--- src/rtl/whack_engine.sv ---
// whack_engine: Whac-a-Mole game core. Decodes PS/2 scan codes into hole
// whacks and START, runs the mole lifetimes on a divided game tick, spawns
// moles from an LFSR, and keeps score, lives and the game phase.
module whack_engine #(
  parameter int N_HOLES    = 9,
  parameter int MAX_ACTIVE = 1,
  parameter int TICK_DIV   = 12_500_000,
  parameter int UP_TICKS   = 8,
  parameter int SCORE_W    = 8,
  parameter int LIVES_INIT = 3,
  parameter int PENALTY    = 0
) (
  input  logic               clk,
  input  logic               reset_m,
  input  logic [7:0]         iKeyboard_data,
  input  logic               iKeyboard_data_en,
  output logic [N_HOLES-1:0] oMoles,
  output logic               oChanged,
  output logic [SCORE_W-1:0] oScore,
  output logic [3:0]         oLives,
  output logic [1:0]         oState,
  output logic               oHit,
  output logic               oMiss
);

  typedef enum logic [1:0] {IDLE = 2'd0, PLAY = 2'd1, OVER = 2'd2} state_t;

  localparam int                 CNT_W     = $clog2(TICK_DIV);
  localparam logic [CNT_W-1:0]   TICK_LAST = CNT_W'(TICK_DIV - 1);
  localparam logic [SCORE_W-1:0] SCORE_MAX = '1;
  localparam logic [3:0]         NH4       = 4'(N_HOLES);
  localparam logic [3:0]         MA4       = 4'(MAX_ACTIVE);
  localparam logic [3:0]         LIVES4    = 4'(LIVES_INIT);
  localparam logic [7:0]         UP8       = 8'(UP_TICKS);

  state_t           state;
  logic [CNT_W-1:0] tick_cnt;
  logic             brk;
  logic [15:0]      lfsr;
  logic [7:0]       life [N_HOLES];

  logic               is_start, is_hole, hole_ok;
  logic [3:0]         key_hole;
  logic               play, tick, empty_whack;
  logic [N_HOLES-1:0] key_mask, hit_mask, expire_mask, remain, spawn_mask;
  logic [3:0]         cand;
  logic [4:0]         loss;
  logic [3:0]         lives_after;
  logic [SCORE_W-1:0] score_inc;

  state_t             state_next;
  logic [N_HOLES-1:0] moles_next;
  logic [SCORE_W-1:0] score_next;
  logic [3:0]         lives_next;
  logic               hit_next, miss_next;

  function automatic logic [3:0] popcount(input logic [N_HOLES-1:0] v);
    logic [3:0] c;
    c = 4'd0;
    for (int i = 0; i < N_HOLES; i++) c = c + {3'd0, v[i]};
    return c;
  endfunction

  assign oState = state;

  // Turn a valid scan byte into START or a hole index; the byte after a break prefix is swallowed
  always_comb begin
    is_start = 1'b0;
    is_hole  = 1'b0;
    key_hole = 4'd0;
    if (iKeyboard_data_en && !brk) begin
      case (iKeyboard_data)
        8'h29: is_start = 1'b1;
        8'h16: begin is_hole = 1'b1; key_hole = 4'd0; end
        8'h1E: begin is_hole = 1'b1; key_hole = 4'd1; end
        8'h26: begin is_hole = 1'b1; key_hole = 4'd2; end
        8'h25: begin is_hole = 1'b1; key_hole = 4'd3; end
        8'h2E: begin is_hole = 1'b1; key_hole = 4'd4; end
        8'h36: begin is_hole = 1'b1; key_hole = 4'd5; end
        8'h3D: begin is_hole = 1'b1; key_hole = 4'd6; end
        8'h3E: begin is_hole = 1'b1; key_hole = 4'd7; end
        8'h46: begin is_hole = 1'b1; key_hole = 4'd8; end
        default: ;
      endcase
    end
  end

  assign hole_ok = is_hole && (key_hole < NH4);

  // Per-hole hit/expiry/spawn masks and the combined life loss for this edge
  always_comb begin
    play = (state == PLAY);
    tick = play && (tick_cnt == TICK_LAST);
    for (int i = 0; i < N_HOLES; i++) begin
      key_mask[i]    = hole_ok && (key_hole == 4'(i));
      hit_mask[i]    = play && key_mask[i] && oMoles[i];
      expire_mask[i] = tick && oMoles[i] && (life[i] == 8'd1);
    end
    empty_whack = play && hole_ok && ((key_mask & oMoles) == '0);
    remain      = oMoles & ~hit_mask & ~expire_mask;
    cand        = 4'((32'(lfsr[7:0]) * N_HOLES) >> 8);
    spawn_mask  = '0;
    if (tick && (popcount(remain) < MA4)) begin
      for (int i = 0; i < N_HOLES; i++)
        spawn_mask[i] = (cand == 4'(i)) && !remain[i] && !expire_mask[i];
    end
    loss        = {1'b0, popcount(expire_mask & ~hit_mask)} +
                  {4'd0, (PENALTY != 0) && empty_whack};
    lives_after = ({1'b0, oLives} <= loss) ? 4'd0 : (oLives - loss[3:0]);
    score_inc   = (oScore == SCORE_MAX) ? oScore : (oScore + 1'b1);
  end

  // Next game phase and next visible outputs
  always_comb begin
    state_next = state;
    moles_next = oMoles;
    score_next = oScore;
    lives_next = oLives;
    hit_next   = 1'b0;
    miss_next  = 1'b0;
    case (state)
      IDLE: begin
        if (is_start) state_next = PLAY;
      end
      PLAY: begin
        moles_next = remain | spawn_mask;
        hit_next   = |hit_mask;
        if (|hit_mask) score_next = score_inc;
        if (loss != 5'd0) begin
          miss_next  = 1'b1;
          lives_next = lives_after;
          if (lives_after == 4'd0) begin
            state_next = OVER;
            moles_next = '0;
          end
        end
      end
      OVER: begin
        if (is_start) begin
          state_next = PLAY;
          score_next = '0;
          lives_next = LIVES4;
          moles_next = '0;
        end
      end
      default: state_next = IDLE;
    endcase
  end

  // Register game state, lifetimes, tick divider, break flag and LFSR
  always_ff @(posedge clk) begin
    if (!reset_m) begin
      state    <= IDLE;
      oMoles   <= '0;
      oScore   <= '0;
      oLives   <= LIVES4;
      oChanged <= 1'b0;
      oHit     <= 1'b0;
      oMiss    <= 1'b0;
      tick_cnt <= '0;
      brk      <= 1'b0;
      lfsr     <= 16'hACE1;
      for (int i = 0; i < N_HOLES; i++) life[i] <= 8'd0;
    end else begin
      lfsr <= {lfsr[0] ^ lfsr[2] ^ lfsr[3] ^ lfsr[5], lfsr[15:1]};
      if (iKeyboard_data_en) brk <= brk ? 1'b0 : (iKeyboard_data == 8'hF0);
      state    <= state_next;
      oMoles   <= moles_next;
      oScore   <= score_next;
      oLives   <= lives_next;
      oHit     <= hit_next;
      oMiss    <= miss_next;
      oChanged <= (moles_next != oMoles) || (score_next != oScore) || (lives_next != oLives);
      if (state == PLAY && state_next == PLAY)
        tick_cnt <= tick ? '0 : (tick_cnt + 1'b1);
      else
        tick_cnt <= '0;
      for (int i = 0; i < N_HOLES; i++) begin
        if (!moles_next[i])     life[i] <= 8'd0;
        else if (spawn_mask[i]) life[i] <= UP8;
        else if (tick)          life[i] <= life[i] - 8'd1;
      end
    end
  end

endmodule

--- config.mk ---
export PLATFORM = sky130hd
export DESIGN_NAME = whack_engine
export DESIGN_NICKNAME = d
export VERILOG_FILES = /design/src/rtl/whack_engine.sv
export SDC_FILE = /design/constraint.sdc
export NUM_CORES = 1
export LEC_CHECK = 0
export CORE_MARGIN = 2
export CORE_UTILIZATION = 45
export DETAILED_ROUTE_END_ITERATION = 10
export HOLD_SLACK_MARGIN = 0.05
export SLEW_MARGIN = 20
export SYNTH_ARGS = -nofsm -noshare
export SYNTH_HDL_FRONTEND = slang
export SYNTH_SLANG_ARGS = --single-unit
export TNS_END_PERCENT = 10
--- constraint.sdc ---
create_clock -name clk -period 18.6 [get_ports clk]
set_clock_uncertainty 0.05 [all_clocks]
set_input_delay 3.72 -clock clk [delete_from_list [all_inputs] [get_ports clk]]
set_output_delay 3.72 -clock clk [all_outputs]
set_load 0.03 [all_outputs]
# Word-level counts from Yosys, hierarchy flattened
# Memory sizes are Yosys's and may differ from the RTL's.
# Index checks and enable logic that the tools add are counted.
[totals] in_bits=11 out_inout_bits=26 ramBits=72 n_memories=1 word_cells=377 regBits=67
[mem_list] memory="life" words=9 word_bits=8 rd=9 rd_ports_with_merged_regs=0 write_ports=9 line_no="40" text="logic [7:0] life [N_HOLES];"
[classes] n_lt_le_gt_ge=3 n_mux=153 n_bitwise=38 mul=1 n_eq_ne=44 n_reduce_logical=99 n_addsub=28
[op_table] op="2-to-1 mux 8 bit" n=30
[op_table] op="2-to-1 mux 1 bit" n=107
[op_table] op="== test 8 x 1 -> 1 bit (second input constant)" n=9
[op_table] op="subtractor 8 x 1 -> 8 bit (second input constant)" n=9
[op_table] op="logical AND 1 bit" n=68
[op_table] op="== test 8 x 6 -> 1 bit (second input constant)" n=7
[op_table] op="adder 4 x 1 -> 4 bit" n=10
[op_table] op="2-to-1 mux 9 bit" n=4
[op_table] op="== test 4 x 3 -> 1 bit (second input constant)" n=8
[op_table] op="case mux 4 bit (8 select lines)" n=1
[op_table] op="bitwise AND 9 bit" n=3
[op_table] op="OR 1 bit" n=27
[op_table] op="adder 24 x 1 -> 24 bit (second input constant)" n=1
[op_table] op="== test 24 bit (second input constant)" n=1
[op_table] op="logical NOT 1 bit" n=19
[op_table] op="inverter 9 bit" n=2
[op_table] op="case mux 9 bit (2 select lines)" n=1
[op_table] op="OR reduction 9 bit" n=2
[op_table] op="== test 4 x 2 -> 1 bit (second input constant)" n=4
[op_table] op="== test 8 x 5 -> 1 bit (second input constant)" n=2
[op_table] op="== test 8 bit (second input constant)" n=2
[op_table] op="2-to-1 mux 4 bit" n=4
[op_table] op="case mux 8 bit (2 select lines)" n=1
[op_table] op="logical NOT 4 bit" n=3
[op_table] op="other kinds (29)" n=41

# Longest topological paths before layout
# Gate-level depths: netlist of the first run.
[depth] depth_word=32 depth_mapped=26 ltp_nobuf=24

# Least setup slack after synthesis of the first run
# No wires, ideal clock.
[synth_path] path_type="input to register" start="input port iKeyboard_data[3]" end="memory life[2][0] (data pin)" n_path_buf=1 cell_stages=21 setup_slack_ps=8502 arrival_ps=9794 required_ps=18295 setup_time_ps=255 cell_sequence="buf_2 > nor4b_1 > a2bb2oi_1 > o21ai_1 > a2111o_1 > nand3_1 > fa_1 > fa_1 > fa_1 > fa_1 > fa_1 > ha_1 > nor2b_1 > o31a_1 > or3_1 > a2111oi_4 > nand3b_2 > nor3_1 > or2_2 > and3_1 > and2_1"
[synth_rtl] item="start: declaration" line_no="15" text="input logic [7:0] iKeyboard_data,"
[synth_rtl] item="end: declaration" line_no="40"

==> results of run 1 <==
==> registers in the layout (all words and copies together), names as in the netlist <==
| register | cells |
|---|---|
| life | 72 |
| oMiss | 1 |
| oMoles | 9 |
| tick_cnt | 24 |
| oScore | 8 |
| oHit | 1 |
| oChanged | 1 |
| brk | 1 |
| lfsr | 16 |
| oLives | 4 |
| oState | 2 |
==> report_power, final <==
| group | switching, mW | leakage [nW] | internal (mW) |
|---|---|---|---|
| logic | 0.0142 | 2.15 | 0.0100 |
| clock network | 0.149 | 0.306 | 0.200 |
| registers | 0.00191 | 1.43 | 0.321 |
| total | 0.165 | 3.89 | 0.532 |
==> layout by cell type, fill, tap and decap left out, drive strengths merged, types with 5 or more instances in the layout <==
master / count
clkinv: 5
xor2: 35
a21oi: 28
xnor2: 49
nor3: 30
nand2b: 22
clkbuf: 20
nand3b: 6
nor2b: 11
edfxtp: 72
nor3b: 9
buf: 5
or3: 10
fa: 11
o21a: 6
mux2i: 7
inv: 59
o31ai: 7
nor4b: 8
a22oi: 7
o22ai: 5
and4: 6
and2: 28
and3: 14
ha: 39
o21ai: 26
nand4: 12
or4: 13
nor2: 141
nand3: 43
a31oi: 7
nand2: 89
o211ai: 5
dfxtp: 67
clkdlybuf4s50: 36
nor4: 22
==> kinds of logic after synthesis <==
family,count (synthesis)
compound gates,141
xor+xnor,84
fa+ha+maj,51
buf+inv,78
flops,139
mux,9
simple gates,475
==> cell type report <==
cell class	instances	area (sq um)
fill	1806	9300
multi-input combinational	760	5117
sequential	139	3503
clock buffer	20	500.5
timing repair buffer	41	397.9
tap	265	331.6
inverter	52	195.2
clock inverter	12	116.4
==> routing by layer <==
metal  up-vias  global-route usage
met1      3405              0.3083
met2       208              0.3337
met4         0             0.07614
met5         -                   0
met3        43             0.04607
li1       3576                   -
==> metrics by stage <==
| step | power (mW) | cells |
|---|---|---|
| 2_1_floorplan | 0.3467 | 977 |
| 3_3_place_gp | 0.3539 | 1257 |
| 3_5_place_dp | 0.3539 | 1257 |
| 4_1_cts | 0.7054 | 1289 |
| 5_1_grt | 0.7202 | 1289 |
| 6_report | 0.6965 | 1289 |
==> final timing paths <==
kind	cells after the start	to	from
setup / recovery	22	life[7][3]$_SDFFCE_PN0P_	iKeyboard_data[0]
hold / removal	1	lfsr[7]$_SDFF_PN1_	lfsr[8]$_SDFF_PN0_
setup reg to reg	23	life[7][3]$_SDFFCE_PN0P_	oState[0]$_SDFF_PN0_
hold reg to reg	1	lfsr[7]$_SDFF_PN1_	lfsr[8]$_SDFF_PN0_
==> critical path, stage by stage <==
cell and delay [ps]:
clkdlybuf4s50_1 600, nand2b_4 190, a2bb2oi_1 350, o21ai_1 220, a2111o_1 410, nand3_1 140, fa_1 430, fa_1 510
fa_1 510, fa_1 470, fa_1 560, inv_1 70, fa_1 430, a21oi_1 140, maj3_1 180, a22oi_1 180
a21o_1 260, nor2_1 490, a31oi_1 180, o21ai_0 750, a41oi_2 310, and3_1 260
==> out/metrics.csv, run 1 <==
stage,metric,value,unit
outcome,status,"finished, final reports clean",
yosys,mux contribution to synthesized area,0.01037,
cts,CTS tree,done,
yosys,Gate Count Post-Synth,977,
flow_run,Max Cap Viol,0,
yosys,syn avg cell area,9.141,sq um
placement,Routability Congestion,0.9403,
cts,# hold bufs at CTS,0,
layout,NumNets Final,1072,
sta,fin crit share,0.6044,
cts,CTS buffer count,17,
yosys,post-synth top area share,0.2421,
global_routing,largest net degree at the start of global routing,33,
placement,IO Port Bufs,36,
route,vias per inst,5.611,
route,final wirelength,22.05,mm
yosys,top_reg_cell synth,edfxtp_1,
yosys,compound-cell area share of the yosys netlist,0.1206,
worst_hold_path,path category of the worst min-delay check,reg -> reg,
worst_setup_path,crit path max fanout,8,
layout,layout cells sized above 1,0.07031,
yosys,Yosys warnings,0,
route,wl on met1,10.66,mm
cts,Max Root-Sink Buffers,2,
route,DR top layer,met4,
layout,final core occ,0.5221,
sta,Post-Route Hold Slack,361.2,ps
global_routing,All-Layer GR Usage,0.2191,
layout,Area Growth Syn to Fin,13.78,%
yosys,"Net Count, Synth",1038,
global_routing,number of antenna violations at the first check in global routing,0,
power,Max rail drop VDD,0.00005662,V
global_routing,first-pass GRT wire length,35.68,mm
floorplan,Top-Level Pins,37,
route,DRT antenna net count,0,
yosys,Synth Area in Simple Gates,0.2784,
placement,Post-DP Area,9545,sq um
layout,# diodes,0,
sta,"Slew Viols, Final",0,
power,Pwr Density,68.54,nW/um^2
sta,Final Hold Viols,0,
cts,Root Driver,clkbuf_16,
yosys,Post-synth EDFFs,72,
cts,# Post-CTS Setup Buffers,0,
floorplan,Die Wd,144.9,microns
cts,CTS Sinks,139,
yosys,Synth area leader,edfxtp_1,
power,P_leak,3.890,nW
sta,Tightest Pin Transition,1088,ps
cts,PostCTS Resize Cnt,0,
route,routed len/inst,17.11,microns
yosys,most frequent cells after synthesis,"nor2_1 (133), nand2_1 (89), edfxtp_1 (72)",
yosys,synth top area cells,"edfxtp_1 (24%), dfxtp_1 (15%), nor2_1 (5.6%)",
route,Starting DRT DRC Count,456,
floorplan,core area,19460,sq um
worst_setup_path,crit end category,flip-flop,
worst_setup_path,critical path launch point type,primary input,
yosys,Async SR Flop Fraction,0,
worst_setup_path,WS Path Type,in -> reg,
sta,Setup Viol. Count Final,0,
layout,fin area,10160,sq um
route,DRC Markers,0,
sta,fmax,0.08895,GHz
worst_setup_path,WP data arrival,11370,ps
yosys,"count leader, synth",nor2_1,
cts,htree depth,4,
route,routed via count,7232,
route,routed wl met2,9.699,mm
worst_setup_path,reg-to-reg setup timing slack,10320,ps
floorplan,FP Rows,51,
cts,clk_lat worst skew,430,ps
floorplan,Die Height,144.9,microns
sta,RSZ-0062 raised after global routing,no,
yosys,Synth Area in Adders,0.08041,
sta,Setup WS post-layout,7358,ps
worst_setup_path,"Req. time, crit path",18730,ps
yosys,sequential fraction of the synthesis area,0.3923,
floorplan,initial cell density of the core,0.4589,
sta,Final min period,11240,ps
yosys,largest family of logic cells by synthesized area,simple AND/OR/NAND/NOR gates,
route,met3 routed WL,1.163,mm
global_routing,vias in the first global route,6891,
yosys,xor/xnor share of the synthesized area,0.08322,
cts,clk slew on worst S/H paths,60,ps
placement,DP HPWL,16.08,mm
route,DR pass1 iterations,5,
sta,slew margin rel.,0.2682,
floorplan,die area,20990,sq um
yosys,Netlist cell types,85,
global_routing,aggregate global routing overflow,0,
yosys,Synth Cell Area,8931,sq um
sta,total negative slack,0,ps
placement,Placement Setup Slack,7049,ps
yosys,#FFs+latches synth,139,
No activity file was read; power rests on OpenSTA's default activity.
==> inputs of run 2 (changes only) <==
==> constraint.sdc (replaced) <==
create_clock -name clk -period 11.2 [get_ports clk]
set_clock_uncertainty 0.05 [all_clocks]
set_input_delay 2.24 -clock clk [delete_from_list [all_inputs] [get_ports clk]]
set_output_delay 2.24 -clock clk [all_outputs]
set_load 0.03 [all_outputs]
==> out/metrics.csv, run 2 (synthesis results as in run 1) <==
stage,metric,value,unit
outcome,status,"finished, final reports clean",
sta,Final Hold Viols,0,
route,DRT antenna net count,0,
layout,NumNets Final,1074,
cts,CTS Sinks,139,
layout,Top reg by flops,life,
sta,"Slew Viols, Final",0,
global_routing,number of antenna violations at the first check in global routing,0,
layout,# diodes,0,
floorplan,FP Rows,51,
power,Final Power,1.131,mW
sta,slew margin rel.,0.2737,
sta,total negative slack,0,ps
cts,CTS buffer count,17,
floorplan,Die Height,144.9,microns
route,routed wl met2,9.507,mm
worst_setup_path,FF-to-FF Start,oState[0]$_SDFF_PN0_,
layout,most frequent cells in the layout,"nor2_1 (133), nand2_1 (89), edfxtp_1 (72), dfxtp_1 (67), inv_1 (52)",
floorplan,initial cell density of the core,0.4589,
route,DR top layer,met4,
route,DRC Markers,0,
cts,# hold bufs at CTS,0,
power,Pwr Density,111.5,nW/um^2
sta,Final min period,9696,ps
layout,Regs by FF count,"life (72), tick_cnt (24), lfsr (16)",
sta,fmax,0.1031,GHz
placement,Routability Congestion,0.9525,
worst_setup_path,R2R depth,23,
placement,IO Port Bufs,36,
route,vias per inst,5.627,
cts,CTS tree,done,
cts,Root Driver,clkbuf_16,
layout,layout cells sized above 1,0.07122,
cts,# Post-CTS Setup Buffers,0,
sta,Setup Viol. Count Final,0,
global_routing,largest net degree at the start of global routing,33,
cts,htree depth,4,
worst_setup_path,"Req. time, crit path",11420,ps
floorplan,Top-Level Pins,37,
global_routing,All-Layer GR Usage,0.2176,
sta,Post-Route Hold Slack,360.7,ps
sta,RSZ-0062 raised after global routing,no,
floorplan,Die Wd,144.9,microns
worst_setup_path,crit path max fanout,8,
route,DR pass1 iterations,6,
cts,clk_lat worst skew,430,ps
cts,Max Root-Sink Buffers,2,
layout,Area Growth Syn to Fin,13.56,%
worst_setup_path,WS Path Type,in -> reg,
layout,"most common cell after layout, fill and taps aside",nor2_1,
global_routing,vias in the first global route,6721,
worst_setup_path,crit end category,flip-flop,
worst_setup_path,crit path capture,life[0][2]$_SDFFCE_PN0P_,
worst_setup_path,Critical R2R Capture,life[0][2]$_SDFFCE_PN0P_,
floorplan,die area,20990,sq um
cts,clk slew on worst S/H paths,60,ps
sta,Tightest Pin Transition,1079,ps
placement,DP HPWL,16.21,mm
worst_setup_path,critical path launch point type,primary input,
route,met3 routed WL,1.110,mm
worst_setup_path,reg-to-reg setup timing slack,3010,ps
route,routed len/inst,16.94,microns
layout,final core occ,0.5211,
sta,fin crit share,0.8657,
route,Starting DRT DRC Count,483,
flow_run,Max Cap Viol,0,
worst_setup_path,Worst setup startpoint,iKeyboard_data[0],
global_routing,first-pass GRT wire length,35.40,mm
route,wl on met1,10.64,mm
power,Max rail drop VDD,0.0001046,V
floorplan,core area,19460,sq um
layout,max reg flops,72,
cts,PostCTS Resize Cnt,0,
global_routing,aggregate global routing overflow,0,
route,final wirelength,21.86,mm
route,routed via count,7259,
power,P_leak,3.881,nW
worst_setup_path,WP data arrival,9920,ps
worst_hold_path,path category of the worst min-delay check,reg -> reg,
==> run 2: cell count changes in the layout (fill, tap and decap cells not counted), sizes merged <==
| cell | previous run | this run |
|---|---|---|
| clkinvlp | 0 | 1 |
| clkinv | 5 | 2 |
| buf | 5 | 7 |
| inv | 59 | 60 |
==> run 2: final cells by class <==
type / count / area [sq um]
multi-input combinational: 760 / 5117
clock inverter: 11 / 92.59
fill: 1792 / 9320
tap: 265 / 331.6
inverter: 52 / 195.2
sequential: 139 / 3503
clock buffer: 20 / 489.2
timing repair buffer: 43 / 412.9
==> run 2: power breakdown <==
part           switching, mW  leakage (nW)  total, mW  internal [mW]
sequential           0.00317          1.43      0.537          0.534
clock                  0.233         0.287      0.553          0.320
combinational         0.0235          2.16     0.0401         0.0166
==> run 2: worst min path at each step <==
stage	end	slack (ps)	cells past startpoint	from
CTS	lfsr[7]$_SDFF_PN1_	370	1	lfsr[8]$_SDFF_PN0_
floorplan	lfsr[10]$_SDFF_PN1_	340	1	lfsr[11]$_SDFF_PN1_
finish	lfsr[7]$_SDFF_PN1_	360	1	lfsr[8]$_SDFF_PN0_
detailed placement	lfsr[11]$_SDFF_PN1_	350	1	lfsr[12]$_SDFF_PN0_
global placement	lfsr[11]$_SDFF_PN1_	340	1	lfsr[12]$_SDFF_PN0_
global route	lfsr[13]$_SDFF_PN1_	390	1	lfsr[14]$_SDFF_PN0_
==> run 2: worst max-delay path, stage by stage <==
cell and delay [ps]:
clkdlybuf4s50_1 620, nand2b_4 200, a2bb2oi_1 330, o21ai_1 220, a2111o_1 430, nand3_1 150, fa_1 430, fa_1 520
fa_1 520, fa_1 480, fa_1 560, inv_1 70, fa_1 420, a21oi_1 150, maj3_1 180, a22oi_1 190
a21o_1 260, nor2_1 440, a31oi_1 150, o21ai_0 680, nand3_1 430, nor2_1 220
==> run 2: per-stage QoR <==
step / worst slack (ps) / area, sq um / std cells
finish: 1504 / 10140 / 1290
global route: 1069 / 10140 / 1290
CTS: 1595 / 10140 / 1290
detailed placement: 1170 / 9560 / 1259
global placement: 1274 / 9560 / 1259
floorplan: 2582 / 8931 / 977
==> run 2: metal layers <==
layer,vias up,GRT usage
met4,0,0.08431
met2,189,0.3237
met5,-,0
li1,3587,-
met1,3439,0.3119
met3,44,0.04146
==> inputs of run 3 (changes only) <==
--- a/config.mk
+++ b/config.mk
@@ -5,10 +5,12 @@
 export SDC_FILE = /design/constraint.sdc
 export NUM_CORES = 1
 export LEC_CHECK = 0
+export CAP_MARGIN = 20
 export CORE_MARGIN = 2
 export CORE_UTILIZATION = 45
 export DETAILED_ROUTE_END_ITERATION = 10
 export HOLD_SLACK_MARGIN = 0.05
+export REMOVE_ABC_BUFFERS = 1
 export SLEW_MARGIN = 20
 export SYNTH_ARGS = -nofsm -noshare
 export SYNTH_HDL_FRONTEND = slang
==> out/metrics.csv, run 3 (synthesis results as in run 1) <==
stage,metric,value,unit
floorplan,Top-Level Pins,37,
cts,CTS tree,done,
placement,IO Port Bufs,36,
global_routing,number of antenna violations at the first check in global routing,0,
outcome,status,"finished, final reports clean",
cts,PostCTS Resize Cnt,0,
floorplan,initial cell density of the core,0.4589,
route,routed via count,7197,
worst_setup_path,"Top cell by count, worst path",fa_1,
worst_setup_path,reg-to-reg setup timing slack,3070,ps
worst_setup_path,Worst setup startpoint,iKeyboard_data[0],
floorplan,Die Wd,144.9,microns
layout,max reg flops,72,
worst_setup_path,critical path launch point type,primary input,
route,DRC Markers,0,
floorplan,core area,19460,sq um
global_routing,vias in the first global route,6842,
worst_setup_path,sum of buffers and inverters on the critical path,2,
layout,NumNets Final,1071,
worst_setup_path,crit end category,flip-flop,
sta,"Slew Viols, Final",0,
cts,htree depth,4,
placement,DP HPWL,16.52,mm
placement,placed cell count,1256,
sta,RSZ-0062 raised after global routing,no,
floorplan,Die Height,144.9,microns
global_routing,Global Route met3 Usage,0.04607,
sta,Setup Viol. Count Final,0,
global_routing,All-Layer GR Usage,0.2246,
worst_setup_path,crit path max fanout,8,
layout,Top reg by flops,life,
global_routing,layer with the highest usage,met2,
sta,fin crit share,0.8594,
layout,FILL cells,1822,
cts,Max Root-Sink Buffers,2,
route,DR pass1 iterations,5,
power,Pwr Density,114.1,nW/um^2
route,vias per inst,5.588,
sta,Final min period,9625,ps
cts,clk_lat worst skew,440,ps
route,final wirelength,22.39,mm
floorplan,FP Rows,51,
sta,Tightest Pin Transition,1198,ps
layout,Final Non-Filler Cells,1288,
worst_setup_path,"Req. time, crit path",11430,ps
worst_setup_path,Crit path max-delay family,adder cells,
global_routing,first-pass GRT wire length,36.34,mm
sta,fmax,0.1039,GHz
global_routing,met1 usage,0.3251,
worst_setup_path,CP max-delay cell,clkdlybuf4s50_1,
power,P_leak,3.879,nW
cts,clk slew on worst S/H paths,70,ps
layout,Regs by FF count,"life (72), tick_cnt (24), lfsr (16)",
worst_setup_path,CP Depth,22,
layout,layout cells sized above 1,0.06940,
cts,CTS buffer count,17,
sta,total negative slack,0,ps
cts,# Post-CTS Setup Buffers,0,
worst_setup_path,crit path capture,life[0][7]$_SDFFCE_PN0P_,
global_routing,aggregate global routing overflow,0,
layout,"most common cell after layout, fill and taps aside",nor2_1,
cts,Root Driver,clkbuf_16,
layout,# diodes,0,
placement,Routability Congestion,0.9720,
route,Starting DRT DRC Count,541,
worst_setup_path,WS Path Type,in -> reg,
layout,most frequent cells in the layout,"nor2_1 (133), nand2_1 (89), edfxtp_1 (72), dfxtp_1 (67), inv_1 (52)",
sta,Final Hold Viols,0,
route,DRT antenna net count,0,
cts,# hold bufs at CTS,0,
global_routing,M2 GR Usage,0.3324,
worst_setup_path,R2R depth,19,
route,routed len/inst,17.39,microns
worst_hold_path,path category of the worst min-delay check,reg -> reg,
cts,CTS Sinks,139,
worst_setup_path,CP cell instances,"clkdlybuf4s50_1, nand2b_4, a2bb2oi_1, o21ai_1, a2111o_1, nand3_1, fa_1, fa_1, fa_1, fa_1, fa_1, inv_1, fa_1, a21oi_1, maj3_1, a22oi_1, a21o_1, nor2_1, a31oi_1, o21ai_0, nand3_1, nor2_1",
worst_setup_path,CP max stage delay,630,ps
flow_run,Max Cap Viol,0,
sta,slew margin rel.,0.1937,
worst_setup_path,WP data arrival,9860,ps
layout,Area Growth Syn to Fin,13.62,%
floorplan,die area,20990,sq um
worst_setup_path,FF-to-FF Start,life[0][5]$_SDFFCE_PN0P_,
power,Max rail drop VDD,0.00009396,V
worst_setup_path,Critical R2R Capture,life[0][7]$_SDFFCE_PN0P_,
global_routing,largest net degree at the start of global routing,33,
run 3: cell count changes in the layout (fill, tap and decap cells not counted):
cell,before,now
clkinv_8,0,4
inv_6,5,4
clkbuf_8,1,0
inv_8,1,6
inv_12,0,1
inv_4,2,0
buf_4,7,4
clkbuf_16,19,17
clkinv_4,2,0
clkinvlp_4,1,0
run 3: per-stage QoR:
step / setup WS [ps] / instance area (sq um) / power [mW] / util / hold WS [ps]
2_1_floorplan: 2589 / 8816 / 0.5731 / - / 336.3
3_3_place_gp: 1304 / 9538 / 0.5885 / 0.4901 / 338.1
3_5_place_dp: 1237 / 9538 / 0.5888 / 0.4901 / 344.4
4_1_cts: 1639 / 10150 / 1.173 / 0.5214 / 363.3
5_1_grt: 1022 / 10150 / 1.195 / 0.5214 / 384.2
6_report: 1575 / 10150 / 1.158 / 0.5214 / 360.3
run 3: how the worst min path moves through the flow:
stage,startpoint,endpoint,slack (ps),cells after the start
after detailed placement,lfsr[12]$_SDFF_PN0_,lfsr[11]$_SDFF_PN1_,340,1
after global placement,lfsr[11]$_SDFF_PN1_,lfsr[10]$_SDFF_PN1_,340,1
after floorplan,lfsr[11]$_SDFF_PN1_,lfsr[10]$_SDFF_PN1_,340,1
final,lfsr[11]$_SDFF_PN1_,lfsr[10]$_SDFF_PN1_,360,1
after global routing,lfsr[11]$_SDFF_PN1_,lfsr[10]$_SDFF_PN1_,380,1
after CTS,lfsr[12]$_SDFF_PN0_,lfsr[11]$_SDFF_PN1_,360,1
run 3: layout make-up:
class                           count  area [sq um]  share of cell area
Sequential cell                   139          3503              0.3453
Clock inverter                     15         183.9             0.01813
Inverter                           52         195.2             0.01924
Timing Repair Buffer               40         390.4             0.03847
Tap cell                          265         331.6             0.03268
Multi-Input combinational cell    760          5117              0.5043
Clock buffer                       17         425.4             0.04192
run 3: report_power, final:
part	leakage, nW	switching, mW	internal (mW)
sequential	1.43	0.00330	0.533
combinational	2.15	0.0245	0.0167
clock	0.299	0.274	0.305
run 3: metal layers:
layer / share of wire / up-vias
met4: 0.027 / 0
met5: 0 / -
met3: 0.055 / 45
li1: - / 3580
met1: 0.49 / 3388
met2: 0.43 / 184
